<file path="config.mk">
export PLATFORM = sky130hd
export DESIGN_NAME = stage_if
export DESIGN_NICKNAME = d
export VERILOG_FILES = /design/src/rtl/stage_if.sv
export SDC_FILE = /design/constraint.sdc
export NUM_CORES = 1
export LEC_CHECK = 0
export ABC_CLOCK_PERIOD_IN_PS = 1800
export BUFFER_PORTS_ARGS = -buffer_cell sky130_fd_sc_hd__buf_2
export CORE_MARGIN = 1.5
export CORE_UTILIZATION = 28
export DETAILED_ROUTE_END_ITERATION = 12
export PLACE_DENSITY = 0.62
export SLEW_MARGIN = 0
export SYNTH_ARGS = -nofsm -noshare
export SYNTH_HDL_FRONTEND = slang
export SYNTH_SLANG_ARGS = --single-unit
</file>
<file path="constraint.sdc">
create_clock -name clk -period 1.8 [get_ports clk]
set_input_delay 0.18 -clock clk [delete_from_list [all_inputs] [get_ports clk]]
set_output_delay 0.18 -clock clk [all_outputs]
set_load 0.005 [all_outputs]
</file>
<file path="src/rtl/stage_if.sv">
// Instruction-fetch stage: fetches one word at a time over an SRAM-like bus and hands it to decode.
// Latency: REQ -> WAIT -> HOLD; with a one-cycle memory one instruction is held every 3 cycles, outputs registered.
// Backpressure: stall_in holds the HOLD entry stable with no bus request; only one request is ever in flight.
//
// Ports:
//   clk, resetn                      clock (rising edge), asynchronous active-low reset
//   inst_req/inst_addr               bus request valid / address (the fetch PC)
//   inst_addr_ok                     request accepted this cycle
//   inst_data_ok/inst_rdata          read data valid / read data
//   valid_out, stall_in              held entry valid to decode / decode cannot accept
//   pc_out, instr_out                PC and instruction word of the held entry
//   exc_out, exccode_out             held entry carries an AdEL fetch exception / its code
//   ok_to_branch                     delay-slot entry is held (mirrors valid_out)
//   pc_update, pc_new                decode redirect, only meaningful on an accepting cycle
//   exc_flush, exc_target            exception/ERET flush from commit, overrides everything

module stage_if #(
    parameter logic [31:0] RESET_PC = 32'hbfc00000,
    parameter logic [4:0]  EXC_ADEL = 5'h04
) (
    input  logic        clk,
    input  logic        resetn,

    output logic        inst_req,
    output logic [31:0] inst_addr,
    input  logic        inst_addr_ok,
    input  logic        inst_data_ok,
    input  logic [31:0] inst_rdata,

    output logic        valid_out,
    input  logic        stall_in,
    output logic [31:0] pc_out,
    output logic [31:0] instr_out,
    output logic        exc_out,
    output logic [4:0]  exccode_out,
    output logic        ok_to_branch,

    input  logic        pc_update,
    input  logic [31:0] pc_new,

    input  logic        exc_flush,
    input  logic [31:0] exc_target
);

    typedef enum logic [1:0] {
        S_IDLE = 2'd0,
        S_REQ  = 2'd1,
        S_WAIT = 2'd2,
        S_HOLD = 2'd3
    } state_t;

    state_t      state;
    state_t      state_nxt;

    logic [31:0] fpc;
    logic [31:0] fpc_nxt;
    // Set when the response currently in flight belongs to a flushed PC and
    // must be thrown away when it arrives.
    logic        drop;
    logic        drop_nxt;

    logic [31:0] out_pc;
    logic [31:0] out_instr;
    logic        out_exc;

    logic        load_en;
    logic [31:0] load_pc;
    logic [31:0] load_instr;
    logic        load_exc;

    logic        misaligned;
    logic        accept;

    assign misaligned = (fpc[1:0] != 2'b00);
    // A misaligned PC never reaches the bus; it turns straight into an AdEL entry.
    assign inst_req   = (state == S_REQ) && !misaligned;
    assign inst_addr  = fpc;
    assign valid_out  = (state == S_HOLD);
    assign accept     = valid_out && !stall_in;

    assign pc_out       = out_pc;
    assign instr_out    = out_instr;
    assign exc_out      = out_exc;
    assign exccode_out  = out_exc ? EXC_ADEL : 5'd0;
    assign ok_to_branch = valid_out;

    always_comb begin
        state_nxt  = state;
        fpc_nxt    = fpc;
        drop_nxt   = drop;
        load_en    = 1'b0;
        load_pc    = fpc;
        load_instr = 32'd0;
        load_exc   = 1'b0;

        case (state)
            S_IDLE: begin
                state_nxt = S_REQ;
            end

            S_REQ: begin
                if (exc_flush) begin
                    // A request accepted on the flush cycle still returns data,
                    // which belongs to the old PC.
                    if (inst_req && inst_addr_ok) begin
                        drop_nxt  = 1'b1;
                        state_nxt = S_WAIT;
                    end
                end else if (misaligned) begin
                    load_en    = 1'b1;
                    load_pc    = fpc;
                    load_instr = 32'd0;
                    load_exc   = 1'b1;
                    state_nxt  = S_HOLD;
                end else if (inst_addr_ok) begin
                    state_nxt = S_WAIT;
                end
            end

            S_WAIT: begin
                if (inst_data_ok) begin
                    if (drop || exc_flush) begin
                        // Stale (or just-flushed) response: discard and refetch
                        // from the current fpc.
                        drop_nxt  = 1'b0;
                        state_nxt = S_REQ;
                    end else begin
                        load_en    = 1'b1;
                        load_pc    = fpc;
                        load_instr = inst_rdata;
                        load_exc   = 1'b0;
                        state_nxt  = S_HOLD;
                    end
                end else if (exc_flush) begin
                    drop_nxt = 1'b1;
                end
            end

            S_HOLD: begin
                if (exc_flush) begin
                    state_nxt = S_REQ;
                end else if (accept) begin
                    fpc_nxt   = pc_update ? pc_new : (fpc + 32'd4);
                    state_nxt = S_REQ;
                end
            end

            default: begin
                state_nxt = S_IDLE;
            end
        endcase

        // The flush target wins over any redirect or sequential increment.
        if (exc_flush) begin
            fpc_nxt = exc_target;
        end
    end

    always_ff @(posedge clk or negedge resetn) begin
        if (!resetn) begin
            state <= S_IDLE;
            fpc   <= RESET_PC;
            drop  <= 1'b0;
        end else begin
            state <= state_nxt;
            fpc   <= fpc_nxt;
            drop  <= drop_nxt;
        end
    end

    always_ff @(posedge clk or negedge resetn) begin
        if (!resetn) begin
            out_pc    <= 32'd0;
            out_instr <= 32'd0;
            out_exc   <= 1'b0;
        end else if (load_en) begin
            out_pc    <= load_pc;
            out_instr <= load_instr;
            out_exc   <= load_exc;
        end
    end

    // Decode may only redirect on a cycle where it actually takes the entry.
    a_pc_update_on_accept: assert property (
        @(posedge clk) disable iff (!resetn)
        pc_update |-> (state == S_HOLD && !stall_in)
    );

    // Read data is only expected while a request is outstanding.
    a_data_ok_in_wait: assert property (
        @(posedge clk) disable iff (!resetn)
        inst_data_ok |-> (state == S_WAIT)
    );

endmodule

</file>
==> impl_metrics.env, run 1 <==
export IMPL_synth_top_cell_area_share_pct=45.2
export IMPL_final_cell_area_sq_um=6980
export IMPL_netlist_area_sq_um=5040
export IMPL_dp_cells=901
export IMPL_rsz0062_at_grt="yes"
export IMPL_drt_total_wl_um=15700
export IMPL_nNetsFinal=798
export IMPL_worst_slack_ns=-0.0158
export IMPL_failed_checks="setup timing"
export IMPL_powerDensity_nw_per_um2=1270
export IMPL_fillers=1748
export IMPL_min_period_ns=1.82
export IMPL_grt_max_degree=101
export IMPL_num_rows=48
export IMPL_hold_viol=0
export IMPL_hold_path_class="input port to flop"
export IMPL_power_share_switching_pct=32.3
export IMPL_vias_per_cell=5.09
export IMPL_synth_edf_count=0
export IMPL_io_buffers=203
export IMPL_tightest_slew_ns=0.990
export IMPL_holdWs_ns=0.0244
export IMPL_p_int_mw=6.03
export IMPL_grt_first_pass_wirelength_um=24100
export IMPL_grt_pass1_vias=4544
export IMPL_crit_path_max_fanout=22
export IMPL_final_cells=925
export IMPL_maxSlewHeadroom_pct=33.8
export IMPL_antenna_found_initial=5
export IMPL_yosysTopAreaCell="dfrtp_1"
export IMPL_pwr_share_seq_pct=40.6
export IMPL_ff2ff_setup_slack_ns=-0.02
export IMPL_status="complete, but fails checks"
export IMPL_start_util_pct=28.9
export IMPL_ys_top_cells_by_area="dfrtp_1 45%, a22o_1 6.4%, mux2_1 6.3%, dfstp_2 4.7%, o21ai_0 3.2%"
export IMPL_syn_avg_cell_area_sq_um=10.6
export IMPL_cts_buffer_depth=2
export IMPL_ys_ff_latch=100
export IMPL_gp_congestion=0.796
export IMPL_holdPathStages=3
export IMPL_cts_tree="done"
export IMPL_drc=0
export IMPL_first_pass_iters=5
export IMPL_placed_cell_area_sq_um=6520
export IMPL_p_switching_mw=2.87
export IMPL_cts_clk_slew_worst_paths_ns=0.07
export IMPL_synthCells=473
export IMPL_ios=208
export IMPL_cp_start_kind="flop"
export IMPL_hpwlAfterDp_um=11100
export IMPL_drive_above_1_share_pct=46.1
export IMPL_cts_root_buf="clkbuf_16"
export IMPL_ys_warn_count=0
export IMPL_fmax_mhz=551
export IMPL_drv_slew=0
export IMPL_htreeDepth=3
export IMPL_post_place_ws_ns=-0.0432
export IMPL_crit_path_end_kind="flop"
export IMPL_drtIter0Drc=227
export IMPL_synth_cell_types=55
export IMPL_combPwrFrac_pct=36.8
export IMPL_drtAntennaViolNets=0
export IMPL_cap_viol_max_count=0
export IMPL_crit_end="pc_out[17]$_DFFE_PN0P_"
export IMPL_timing_final_crit_share_pct=101
export IMPL_skew_ns=0.00873
export IMPL_synth_async_reset_ratio_pct=100
export IMPL_crit_path_start="state[1]$_DFFE_PN0P_"
export IMPL_die_y_um=137
export IMPL_timing_critical_path_arrival_ns=2.05
export IMPL_crit_type="flop to flop"
export IMPL_vias=4704
export IMPL_clkLatencyLatePin_ns=0.35
export IMPL_r2r_cells=5
export IMPL_ys_seq_area_share_pct=49.9
export IMPL_wl_per_cell_um=16.9
export IMPL_grtUsageTotal_pct=16.8
export IMPL_core_area_sq_um=17400
export IMPL_peakVddDrop_mv=0.542
export IMPL_cts_buffers=9
export IMPL_setup_violations=15
export IMPL_grt_overflow_total=0
export IMPL_die_area_sq_um=18800
export IMPL_areaGrowthSynthToFinish_pct=38.6
export IMPL_reg2reg_to="pc_out[17]$_DFFE_PN0P_"
export IMPL_die_w_um=137
export IMPL_leakagePower_nw=3.48
export IMPL_cp_required_ns=2.03
export IMPL_r2r_start="state[1]$_DFFE_PN0P_"
export IMPL_synth_ff_type="dfrtp_1"
export IMPL_mostFrequentLayoutCells="202 x buf_2, 89 x dfrtp_1, 37 x a22o_1"
export IMPL_numClockSinks=100
export IMPL_clockPowerShare_pct=22.6
export IMPL_final_common_cell="buf_2"
per-layer routing:
| metal | wire length [um] | up-vias | share of wire [%] | GRT usage [%] |
|---|---|---|---|---|
| li1 | - | 2211 | - | - |
| met1 | 7050 | 2309 | 45 | 22.1 |
| met2 | 7250 | 159 | 46 | 26.4 |
| met3 | 1000 | 23 | 6.4 | 4.59 |
| met4 | 344 | 2 | 2.2 | 6.55 |
| met5 | 7 | - | 0.045 | 0 |
cell type report:
cell class              instances  area, sq um  area share, %
diodes                          4         10.0          0.143
clock buffers                  11          243           3.48
clock inverters                 5         61.3          0.878
inverters                       7         26.3          0.376
multi-input cells             328         2410           34.5
flip-flops and latches        100         2520           36.0
well taps                     225          282           4.03
repair buffers                245         1440           20.6
kinds of logic after synthesis:
logic type	count (synthesis)	synth area share, %
other	1	0.0744
AO/OA/AOI/OAI	151	21.1
flip-flops	100	49.9
adder cells (fa/ha/maj)	4	0.994
buffers and inverters	48	4.57
multiplexers	42	9.19
AND/OR/NAND/NOR	127	14.2
how the worst min path moves through the flow:
stage	start	to	slack [ns]
detailed placement	resetn	pc_out[7]$_DFFE_PN0P_	0.30
finish	exc_target[2]	inst_addr[2]$_DFFE_PN0P_	0.02
CTS	exc_target[2]	inst_addr[2]$_DFFE_PN0P_	0.01
floorplan	resetn	drop$_DFFE_PN0P_	-0.12
global route	exc_target[6]	inst_addr[6]$_DFFE_PN0P_	0.03
global placement	resetn	pc_out[7]$_DFFE_PN0P_	0.29
sequential cells by signal (all words and copies together), names as in the netlist:
register / flops
inst_addr: 32
pc_out: 32
instr_out: 32
exc_out: 1
state: 2
drop: 1
repair_timing:
item | 4_1_cts | 5_1_grt
buffers inserted | 0 | 2
cloned | 1 | 0
endpoints found under the setup margin | 27 | 80
hold buffers | 1 | 0
pin swaps | 0 | 1
hold endpoints to repair | 91 | 0
gates resized for setup | 13 | 17
power by group through the flow:
stage	registers, mW	clock network [mW]	logic [mW]
2_1_floorplan	3.68	0	1.51
3_3_place_gp	3.62	0	2.99
3_5_place_dp	3.62	0	3.04
4_1_cts	3.60	2.10	3.26
5_1_grt	3.72	2.17	3.64
6_report	3.61	2.01	3.28
cells in the mapped netlist (3+ instances only):
library cell / count
dfrtp_1: 91
a22o_1: 37
nand2_1: 33
o21ai_0: 32
nor2_1: 31
mux2_1: 28
a21oi_1: 21
clkbuf_1: 19
nand3_1: 19
a22oi_1: 11
buf_4: 10
buf_2: 9
dfstp_2: 9
a31oi_1: 8
mux2i_1: 8
nand4_1: 8
inv_1: 7
mux2_2: 6
and3_1: 5
o211ai_1: 5
o22ai_1: 5
a222oi_1: 4
ha_1: 4
nand2b_1: 4
nor2b_1: 4
o21ai_1: 4
o311ai_0: 4
a31o_2: 3
a41oi_1: 3
nor3_1: 3
metrics by stage:
| step | power [mW] | setup TNS, ns | utilization, % |
|---|---|---|---|
| final | 8.90 | -0.104 | 40.1 |
| after global routing | 9.53 | -2.48 | 40.1 |
| after CTS | 8.95 | -0.905 | 39.7 |
| after detailed placement | 6.67 | -0.328 | 37.4 |
| after global placement | 6.61 | -0.00345 | 37.4 |
| after floorplan | 5.19 | -0.462 | - |
critical path, stage by stage, from the launching register on:
cell and delay [ns]:
dfrtp_2 0.44, ha_4 0.27, nor4_4 0.36, nor2_4 0.10, buf_12 0.18, mux2_1 0.32
Note: power is estimated with default switching activity, not from simulation.
==> run 2: changes to the inputs <==
PLACE_DENSITY = not set   (was 0.62)
==> impl_metrics.env, run 2 (synthesis gave the netlist of run 1 again) <==
export IMPL_drtIter0Drc=261
export IMPL_cp_start_kind="flop"
export IMPL_hold_start="exc_target[1]"
export IMPL_powerDensity_nw_per_um2=1290
export IMPL_die_w_um=137
export IMPL_hold_path_class="input port to flop"
export IMPL_grt_first_pass_wirelength_um=23700
export IMPL_die_area_sq_um=18800
export IMPL_crit_path_max_fanout=22
export IMPL_cts_clk_slew_worst_paths_ns=0.07
export IMPL_antenna_found_initial=3
export IMPL_drc=0
export IMPL_grt_pass1_vias=4427
export IMPL_holdPathStages=3
export IMPL_status="completed"
export IMPL_ff2ff_setup_slack_ns=0.001
export IMPL_timing_final_crit_share_pct=99.9
export IMPL_drtAntennaViolNets=0
export IMPL_grtUsageTotal_pct=16.5
export IMPL_skew_ns=0.00826
export IMPL_pwr_share_seq_pct=40.0
export IMPL_p_switching_mw=2.88
export IMPL_die_y_um=137
export IMPL_mostFrequentLayoutCells="202 x buf_2, 89 x dfrtp_1, 40 x buf_4"
export IMPL_min_period_ns=1.80
export IMPL_power_share_switching_pct=31.9
export IMPL_cp_depth=5
export IMPL_first_pass_iters=5
export IMPL_start_util_pct=28.9
export IMPL_tightest_slew_ns=0.732
export IMPL_hold_viol=0
export IMPL_crit_path_end_kind="flop"
export IMPL_combPwrFrac_pct=35.6
export IMPL_hold_end="inst_addr[1]$_DFFE_PN0P_"
export IMPL_slowest_delay_ns=0.43
export IMPL_wl_per_cell_um=16.8
export IMPL_timing_critical_path_arrival_ns=2.03
export IMPL_clockPowerShare_pct=24.4
export IMPL_cts_root_buf="clkbuf_16"
export IMPL_crit_type="flop to flop"
export IMPL_rsz0062_at_grt="yes"
export IMPL_io_buffers=203
export IMPL_cpMaxStageDelayCell="dfrtp_1"
export IMPL_vias_per_cell=5.09
export IMPL_num_rows=48
export IMPL_numClockSinks=100
export IMPL_peakVddDrop_mv=0.552
export IMPL_grt_overflow_total=0
export IMPL_leakagePower_nw=3.49
export IMPL_drive_above_1_share_pct=45.6
export IMPL_final_common_cell="buf_2"
export IMPL_path_buf_inv=1
export IMPL_ios=208
export IMPL_maxSlewHeadroom_pct=51.1
export IMPL_totalPowerFinal_mw=9.04
export IMPL_final_cells=926
export IMPL_gp_congestion=0.767
export IMPL_path_delay_family="simple AND/OR/NAND/NOR gates"
export IMPL_dp_cells=906
export IMPL_vias=4714
export IMPL_cp_required_ns=2.03
export IMPL_hpwlAfterDp_um=11400
export IMPL_cts_buffer_depth=2
export IMPL_fmax_mhz=556
export IMPL_core_area_sq_um=17400
export IMPL_nNetsFinal=802
export IMPL_r2r_cells=5
export IMPL_cts_buffers=9
export IMPL_crit_chain="ha_4 > nor4_4 > nor2_4 > buf_12 > mux2_1"
export IMPL_drv_slew=0
export IMPL_htreeDepth=3
export IMPL_clkLatencyLatePin_ns=0.35
export IMPL_setup_violations=0
export IMPL_grt_max_degree=53
export IMPL_cts_tree="done"
export IMPL_p_int_mw=6.16
export IMPL_reg2reg_to="pc_out[28]$_DFFE_PN0P_"
export IMPL_cap_viol_max_count=0
export IMPL_r2r_start="state[1]$_DFFE_PN0P_"
export IMPL_drt_total_wl_um=15600
export IMPL_areaGrowthSynthToFinish_pct=39.1
-- run 2: cell count changes in the layout (fill, tap and decap cells not counted), sizes merged --
cell / delta
diode: -3
bufinv: +1
clkinvlp: -1
buf: +4
-- run 2: how the worst max path moves through the flow --
stage | from | end | slack, ns
floorplan | state[1]$_DFFE_PN0P_ | pc_out[10]$_DFFE_PN0P_ | -0.02
detailed placement | state[1]$_DFFE_PN0P_ | pc_out[27]$_DFFE_PN0P_ | -0.01
finish | state[1]$_DFFE_PN0P_ | pc_out[28]$_DFFE_PN0P_ | 0.001
CTS | state[1]$_DFFE_PN0P_ | pc_out[22]$_DFFE_PN0P_ | -0.02
global placement | state[1]$_DFFE_PN0P_ | pc_out[17]$_DFFE_PN0P_ | 0.03
global route | state[0]$_DFFE_PN0P_ | pc_out[25]$_DFFE_PN0P_ | -0.07
-- run 2: what timing repair did --
item	4_1_cts	5_1_grt
resized for setup	5	16
setup endpoints to repair	12	80
buffers inserted	1	0
cloned	1	0
hold endpoints to repair	13	0
hold buffers	1	0
-- run 2: layout make-up --
type                    count  area (sq um)
flip-flops and latches    100          2520
well taps                 225           282
inverters                   7          26.3
fillers                  1747         10400
repair buffers            249          1450
multi-input cells         328          2390
diodes                      1          2.50
clock inverters             5          83.8
clock buffers              11           253
-- run 2: power groups by stage --
stage               sequential [mW]  clock [mW]  combinational (mW)
floorplan                      3.68           0                1.51
global placement               3.64           0                2.98
detailed placement             3.64           0                3.03
CTS                            3.62        2.29                3.19
global route                   3.73        2.35                3.56
finish                         3.62        2.21                3.22
-- run 2: metal layers --
layer	up-vias	routed length (um)	part of all wire, %	global-route usage, %
li1	2222	-	-	-
met1	2329	7040	45	22.5
met4	2	267	1.7	6.61
met2	147	7380	47	26.0
met3	14	844	5.4	2.67
met5	-	13	0.084	0
-- run 2: worst min-delay path: cells and delay by family --
kind	cells	cell delay [ns]
buffers and inverters	1	0.07
AND/OR/NAND/NOR	1	0.04
AO/OA/AOI/OAI	1	0.06
-- run 2: stage by stage --
stage,TNS (ns),hold WS [ns],worst slack [ns],cell area (sq um),utilization (%)
final,0,0.0326,0.00135,7010,40.2
after global routing,-2.88,0.0384,-0.0689,7010,40.2
after CTS,-0.212,0.0169,-0.0171,6960,40.0
after detailed placement,-0.0158,0.0645,-0.0105,6560,37.6
after global placement,0,0.0669,0.0328,6560,37.6
after floorplan,-0.462,-0.116,-0.0171,5080,-
